### src/rtl/multiport_mem_pkg.sv
// Shared types and helpers for the multi-port memory.
// Holds the sequencer state enum and the address-width derivation.
package multiport_mem_pkg;

    // Sequencer states: clearing the array, then normal operation
    typedef enum logic {
        INIT = 1'b0,
        RUN  = 1'b1
    } state_e;

    // Address width: ceil(log2(depth)), never narrower than one bit
    function automatic int calc_aw(input int depth);
        int aw;
        aw = $clog2(depth);
        if (aw < 1) begin
            aw = 1;
        end
        return aw;
    endfunction

endpackage

### src/rtl/mem_read_port.sv
// One registered read port of the multi-port memory.
// Does the address range check, write bypass and output registers.
module mem_read_port
    import multiport_mem_pkg::*;
#(
    parameter int W      = 4,
    parameter int DEPTH  = 16,
    parameter int AW     = calc_aw(DEPTH),
    parameter int BYPASS = 1
) (
    input  logic          clk,
    input  logic          rst,
    input  logic          en,
    input  logic [AW-1:0] raddr,
    input  logic          wen,
    input  logic [AW-1:0] waddr,
    input  logic [W-1:0]  wdata,
    input  logic [W-1:0]  mem [DEPTH],
    output logic [W-1:0]  rdata,
    output logic          rvalid
);

    localparam logic [AW:0] DEPTH_X = (AW+1)'(DEPTH);

    logic          in_range;
    logic          hit;
    logic [W-1:0]  word;
    logic [W-1:0]  rdata_d;
    logic [W-1:0]  rdata_q;
    logic          rvalid_d;
    logic          rvalid_q;

    // Select the word to return: zero when out of range, new data on a hit
    always_comb begin
        in_range = ({1'b0, raddr} < DEPTH_X);
        hit      = wen && (waddr == raddr);
        word     = '0;
        if (in_range) begin
            word = mem[raddr];
            if ((BYPASS != 0) && hit) begin
                word = wdata;
            end
        end
    end

    // Capture on enable, otherwise hold the last data and drop valid
    always_comb begin
        rdata_d  = rdata_q;
        rvalid_d = en;
        if (en) begin
            rdata_d = word;
        end
    end

    // Output registers, cleared by reset
    always_ff @(posedge clk) begin
        if (rst) begin
            rdata_q  <= '0;
            rvalid_q <= 1'b0;
        end else begin
            rdata_q  <= rdata_d;
            rvalid_q <= rvalid_d;
        end
    end

    assign rdata  = rdata_q;
    assign rvalid = rvalid_q;

endmodule

### src/rtl/multiport_mem.sv
// Single-write, multi-read memory that clears itself after reset.
// Accesses are accepted only once the zero sweep has finished.
module multiport_mem
    import multiport_mem_pkg::*;
#(
    parameter int W      = 4,
    parameter int DEPTH  = 16,
    parameter int NR     = 2,
    parameter int BYPASS = 1,
    parameter int AW     = calc_aw(DEPTH)
) (
    input  logic             clk,
    input  logic             rst,
    input  logic             IN_wen,
    input  logic [AW-1:0]    IN_waddr,
    input  logic [W-1:0]     IN_wdata,
    input  logic [NR-1:0]    IN_ren,
    input  logic [NR*AW-1:0] IN_raddr,
    output logic [NR*W-1:0]  OUT_rdata,
    output logic [NR-1:0]    OUT_rvalid,
    output logic             OUT_ready
);

    localparam logic [AW-1:0] LAST    = AW'(DEPTH - 1);
    localparam logic [AW:0]   DEPTH_X = (AW+1)'(DEPTH);

    state_e          state_d;
    state_e          state_q;
    logic [AW-1:0]   cnt_d;
    logic [AW-1:0]   cnt_q;
    logic            ready_d;
    logic            ready_q;

    logic            run;
    logic            uwen;
    logic            mem_we;
    logic [AW-1:0]   mem_wa;
    logic [W-1:0]    mem_wd;
    logic [W-1:0]    mem_q [DEPTH];

    // Sweep sequencer: step through every address, then enter RUN
    always_comb begin
        state_d = state_q;
        cnt_d   = cnt_q;
        ready_d = ready_q;
        case (state_q)
            INIT: begin
                if (cnt_q == LAST) begin
                    state_d = RUN;
                    ready_d = 1'b1;
                    cnt_d   = '0;
                end else begin
                    cnt_d = cnt_q + 1'b1;
                end
            end
            RUN: begin
                ready_d = 1'b1;
            end
            default: begin
                state_d = INIT;
                cnt_d   = '0;
                ready_d = 1'b0;
            end
        endcase
    end

    // Sequencer registers; ready is a flop so it rises on the first RUN cycle
    always_ff @(posedge clk) begin
        if (rst) begin
            state_q <= INIT;
            cnt_q   <= '0;
            ready_q <= 1'b0;
        end else begin
            state_q <= state_d;
            cnt_q   <= cnt_d;
            ready_q <= ready_d;
        end
    end

    // User write is live only in RUN and only for in-range addresses
    always_comb begin
        run  = (state_q == RUN);
        uwen = run && IN_wen && ({1'b0, IN_waddr} < DEPTH_X);
    end

    // Array write mux: sweep zeros during INIT, user data during RUN
    always_comb begin
        mem_we = uwen;
        mem_wa = IN_waddr;
        mem_wd = IN_wdata;
        if (!run) begin
            mem_we = 1'b1;
            mem_wa = cnt_q;
            mem_wd = '0;
        end
    end

    // Storage array; left untouched while reset is held
    always_ff @(posedge clk) begin
        if (!rst && mem_we) begin
            mem_q[mem_wa] <= mem_wd;
        end
    end

    for (genvar i = 0; i < NR; i++) begin : g_rp
        mem_read_port #(
            .W      (W),
            .DEPTH  (DEPTH),
            .AW     (AW),
            .BYPASS (BYPASS)
        ) u_rp (
            .clk    (clk),
            .rst    (rst),
            .en     (IN_ren[i] && run),
            .raddr  (IN_raddr[i*AW +: AW]),
            .wen    (uwen),
            .waddr  (IN_waddr),
            .wdata  (IN_wdata),
            .mem    (mem_q),
            .rdata  (OUT_rdata[i*W +: W]),
            .rvalid (OUT_rvalid[i])
        );
    end

    assign OUT_ready = ready_q;

endmodule

### config.mk
export PLATFORM = sky130hd
export DESIGN_NAME = multiport_mem
export DESIGN_NICKNAME = d
export VERILOG_FILES = /design/src/rtl/multiport_mem_pkg.sv /design/src/rtl/mem_read_port.sv /design/src/rtl/multiport_mem.sv
export SDC_FILE = /design/constraint.sdc
export NUM_CORES = 1
export LEC_CHECK = 0
export CAP_MARGIN = 10
export CORE_MARGIN = 3
export CORE_UTILIZATION = 45
export CTS_BUF_LIST = sky130_fd_sc_hd__clkbuf_8
export DETAILED_ROUTE_END_ITERATION = 12
export HOLD_SLACK_MARGIN = 0.15
export PLACE_DENSITY = 0.78
export SETUP_SLACK_MARGIN = 0.2
export SYNTH_ARGS = -nofsm -noshare
export SYNTH_HDL_FRONTEND = slang
export SYNTH_HIERARCHICAL = 1
export SYNTH_SLANG_ARGS = --single-unit
### constraint.sdc
create_clock -name clk -period 1.7 [get_ports clk]
set_input_delay 0.17 -clock clk [delete_from_list [all_inputs] [get_ports clk]]
set_output_delay 0.17 -clock clk [all_outputs]
set_load 0.02 [all_outputs]
==> results of run 1 <==
[what timing repair did]
item | in CTS | in global routing
gates resized for setup | 51 | 31
cloned | 2 | 1
buffers inserted | 6 | 4
endpoints found under the setup margin | 75 | 70
pin swaps | 6 | 19
[report_power, final]
part           internal, mW  total, mW  switching [mW]  leakage (nW)
clock network         0.839       1.57           0.735         0.106
registers              2.11       2.13          0.0210         0.759
logic                 0.274      0.522           0.248          1.10
total                  3.22       4.23            1.00          1.96
[worst min-delay path, stage by stage, from the launching register on]
cell	delay (ns)
dfxtp_1	0.32
inv_1	0.05
a21oi_1	0.05
[path summary, 6_finish.rpt]
check              endpoint  slack [ns]  cells past startpoint
setup / recovery  mem_q[28]       -0.03                      3
hold / removal    OUT_ready        0.46                      2
setup reg to reg  mem_q[28]       -0.03                      3
hold reg to reg   OUT_ready        0.46                      2
[cell families (layout without fill, tap and decap cells)]
kind of cell,Yosys count,in the layout,share of synthesized area [%]
and+or+nand+nor,102,102,12.5
DFF,80,80,53.6
AOI/OAI and AO/OA,38,38,6.31
muxes,36,36,20.5
buffers and inverters,24,101,4.93
xor gates and xnor gates,9,9,1.88
adders and majority gates,1,1,0.299
[registers in the layout, summed over array words and instances, names as in the netlist]
register	flops
OUT_ready	1
g_rp.u_rp/rdata	8
mem_q	64
cnt_q	4
g_rp.u_rp/rvalid	2
run	1
[cell usage after synthesis (all sizes together), types with 3 or more instances]
library cell and instances:
edfxtp 64, nor2 34, mux4 32, nand2 17
dfxtp 16, a31oi 11, buf 10, clkbuf 10
and2 9, nand3 9, nor3b 9, a22oi 8
and3 8, o21ai 8, nor2b 7, xor2 6
inv 4, a21oi 3, mux2i 3, nor3 3
xnor2 3
[metal layers]
layer	share of wire, %	wire length, microns	vias up
li1	-	-	1286
met1	41	4220	1421
met2	50	5180	117
met3	6.6	687	18
met4	2.7	280	0
met5	0	0	-
[cell type report]
type                    count  area (sq um)
repair buffers             81           835
clock inverters             7           101
flip-flops and latches     80          2250
inverters                   4          15.0
well taps                 108           135
clock buffers               9           124
multi-input cells         186          1930
fillers                   641          3500
[per-stage QoR]
step	instance area [sq um]	std cells	hold slack [ns]	total power [mW]	setup TNS, ns
floorplan	4200	290	0.376	2.42	0
global placement	4810	446	0.434	2.58	-12.79
detailed placement	4810	446	0.457	2.59	-15.34
CTS	5260	470	0.469	4.22	-0.181
global route	5390	475	0.477	4.35	-0.760
finish	5390	475	0.462	4.23	-0.289
==> qor.yml, run 1 <==
global_routing:
  grt_pass1_wl_microns: 15500
  use_met2_pct: 34.3
  grt_max_degree: 21
  use_met3_pct: 3.07
  met1_usage_pct: 25.8
  grt_pass1_vias: 2865
  overflow: 0
  busiest_layer: "met2"
  antenna_found_initial: 0
  track_usage_pct: 20.2
placement:
  pre_cts_ws_ns: -0.416
  gp_congestion: 0.916
  port_buffers: 31
  dp_hpwl_microns: 6920
yosys:
  syn_inst: 290
  ys_ff_latch: 80
  synth_largest_area_cell: "edfxtp_1"
  seq_area_frac_synth_pct: 53.6
  avgSynthCellArea_sq_um: 14.4
  syn-num-nets: 312
  yosysUniqueCellTypes: 40
  ys_async_sr_fraction_pct: 0
  synth_top_area_share_pct: 45.9
  syn-cell-area_sq_um: 4190
  synth_edf_count: 64
  yosys_warnings: 6
  yosys-top-cells-area: "edfxtp_1, mux4_1, dfxtp_1, mux4_2, nor2_1"
  ys.flop_type: "edfxtp_1"
critical_path:
  crit_path_cell_trace: "or3b_4 -> a221o_2 -> nor2_4"
  max_stage_delay_ns: 0.49
  crit_slowest_cell: "a221o_2"
  crit_path_end_kind: "register"
  arrival_ns: 1.79
  critical-path-top-delay-family: "simple AND/OR/NAND/NOR gates"
  startpoint: "run"
  worstPathMaxFanout: 4
  crit_type: "register to register"
  worstPathRequired_ns: 1.76
  path_buf_inv: 0
  r2r_start: "run"
  start_kind: "register"
floorplan:
  die_y_microns: 102
  start_util_pct: 47.1
  row_count: 34
  ios: 32
  core_area_sq_um: 8890
  die_area_sq_um: 10500
  die_w_microns: 102
sta:
  hold_viol: 0
  rsz0062_at_grt: "yes"
  fin_worst_skew_ns: 0.0127
  final.setup.worst_slack_ns: -0.0335
  finalSetupViolCount: 12
  tightest_slew_ns: 0.435
  slew_headroom_pct: 70.9
  timing.fmax_mhz: 577
  period_share_pct: 102
  report.final.slew_viol_count: 0
  period_minus_slack_ns: 1.73
clock_network:
  cts_hold_buf: 0
  clk_path_buf_depth: 2
  clkLatencyLatePin_ns: 0.36
  ctsHtreeMaxLevel: 3
  cts.sinks: 80
  clkTransAtPathRegs_ns: 0.09
  cts_tree: "built"
  cts_root_buf: "clkbuf_8"
  cts_buffers: 9
status:
  outcome: "complete, but fails checks"
  violations: "setup timing"
worst_hold_path:
  min-delay-start: "OUT_ready"
  hold_class: "register to register"
final_layout:
  area_growth_pct: 28.8
  antenna_cells: 0
  nets: 384
  final_common_cell: "edfxtp_1"
  layout_common_cells: "edfxtp_1, buf_4, clkdlybuf4s50_1"
  fin_util_pct: 60.6
  layout-drive-gt1-share_pct: 36.8
routing:
  dr.pass1.iters: 4
  drtIter0Drc: 164
  vias: 2842
  wire_per_inst_microns: 21.8
  viasPerCell: 5.98
  wirelength_microns: 10400
  drc: 0
  ant_nets: 0
run:
  max-cap-violations: 0
pwr:
  irDropWorstVdd_v: 0.000519
  pwr_density_cell_nw_per_um2: 784
  p_leak_nw: 1.96
(Power assumes the default switching activity.)
==> run 2: changes to the inputs <==
--- a/config.mk
+++ b/config.mk
@@ -10,6 +10,7 @@
 export CORE_UTILIZATION = 45
 export CTS_BUF_LIST = sky130_fd_sc_hd__clkbuf_8
 export DETAILED_ROUTE_END_ITERATION = 12
+export GPL_ROUTABILITY_DRIVEN = 0
 export HOLD_SLACK_MARGIN = 0.15
 export PLACE_DENSITY = 0.78
 export SETUP_SLACK_MARGIN = 0.2
==> results of run 2 <==
Same layout as run 1: the final DEF is identical, and so are final timing and power.
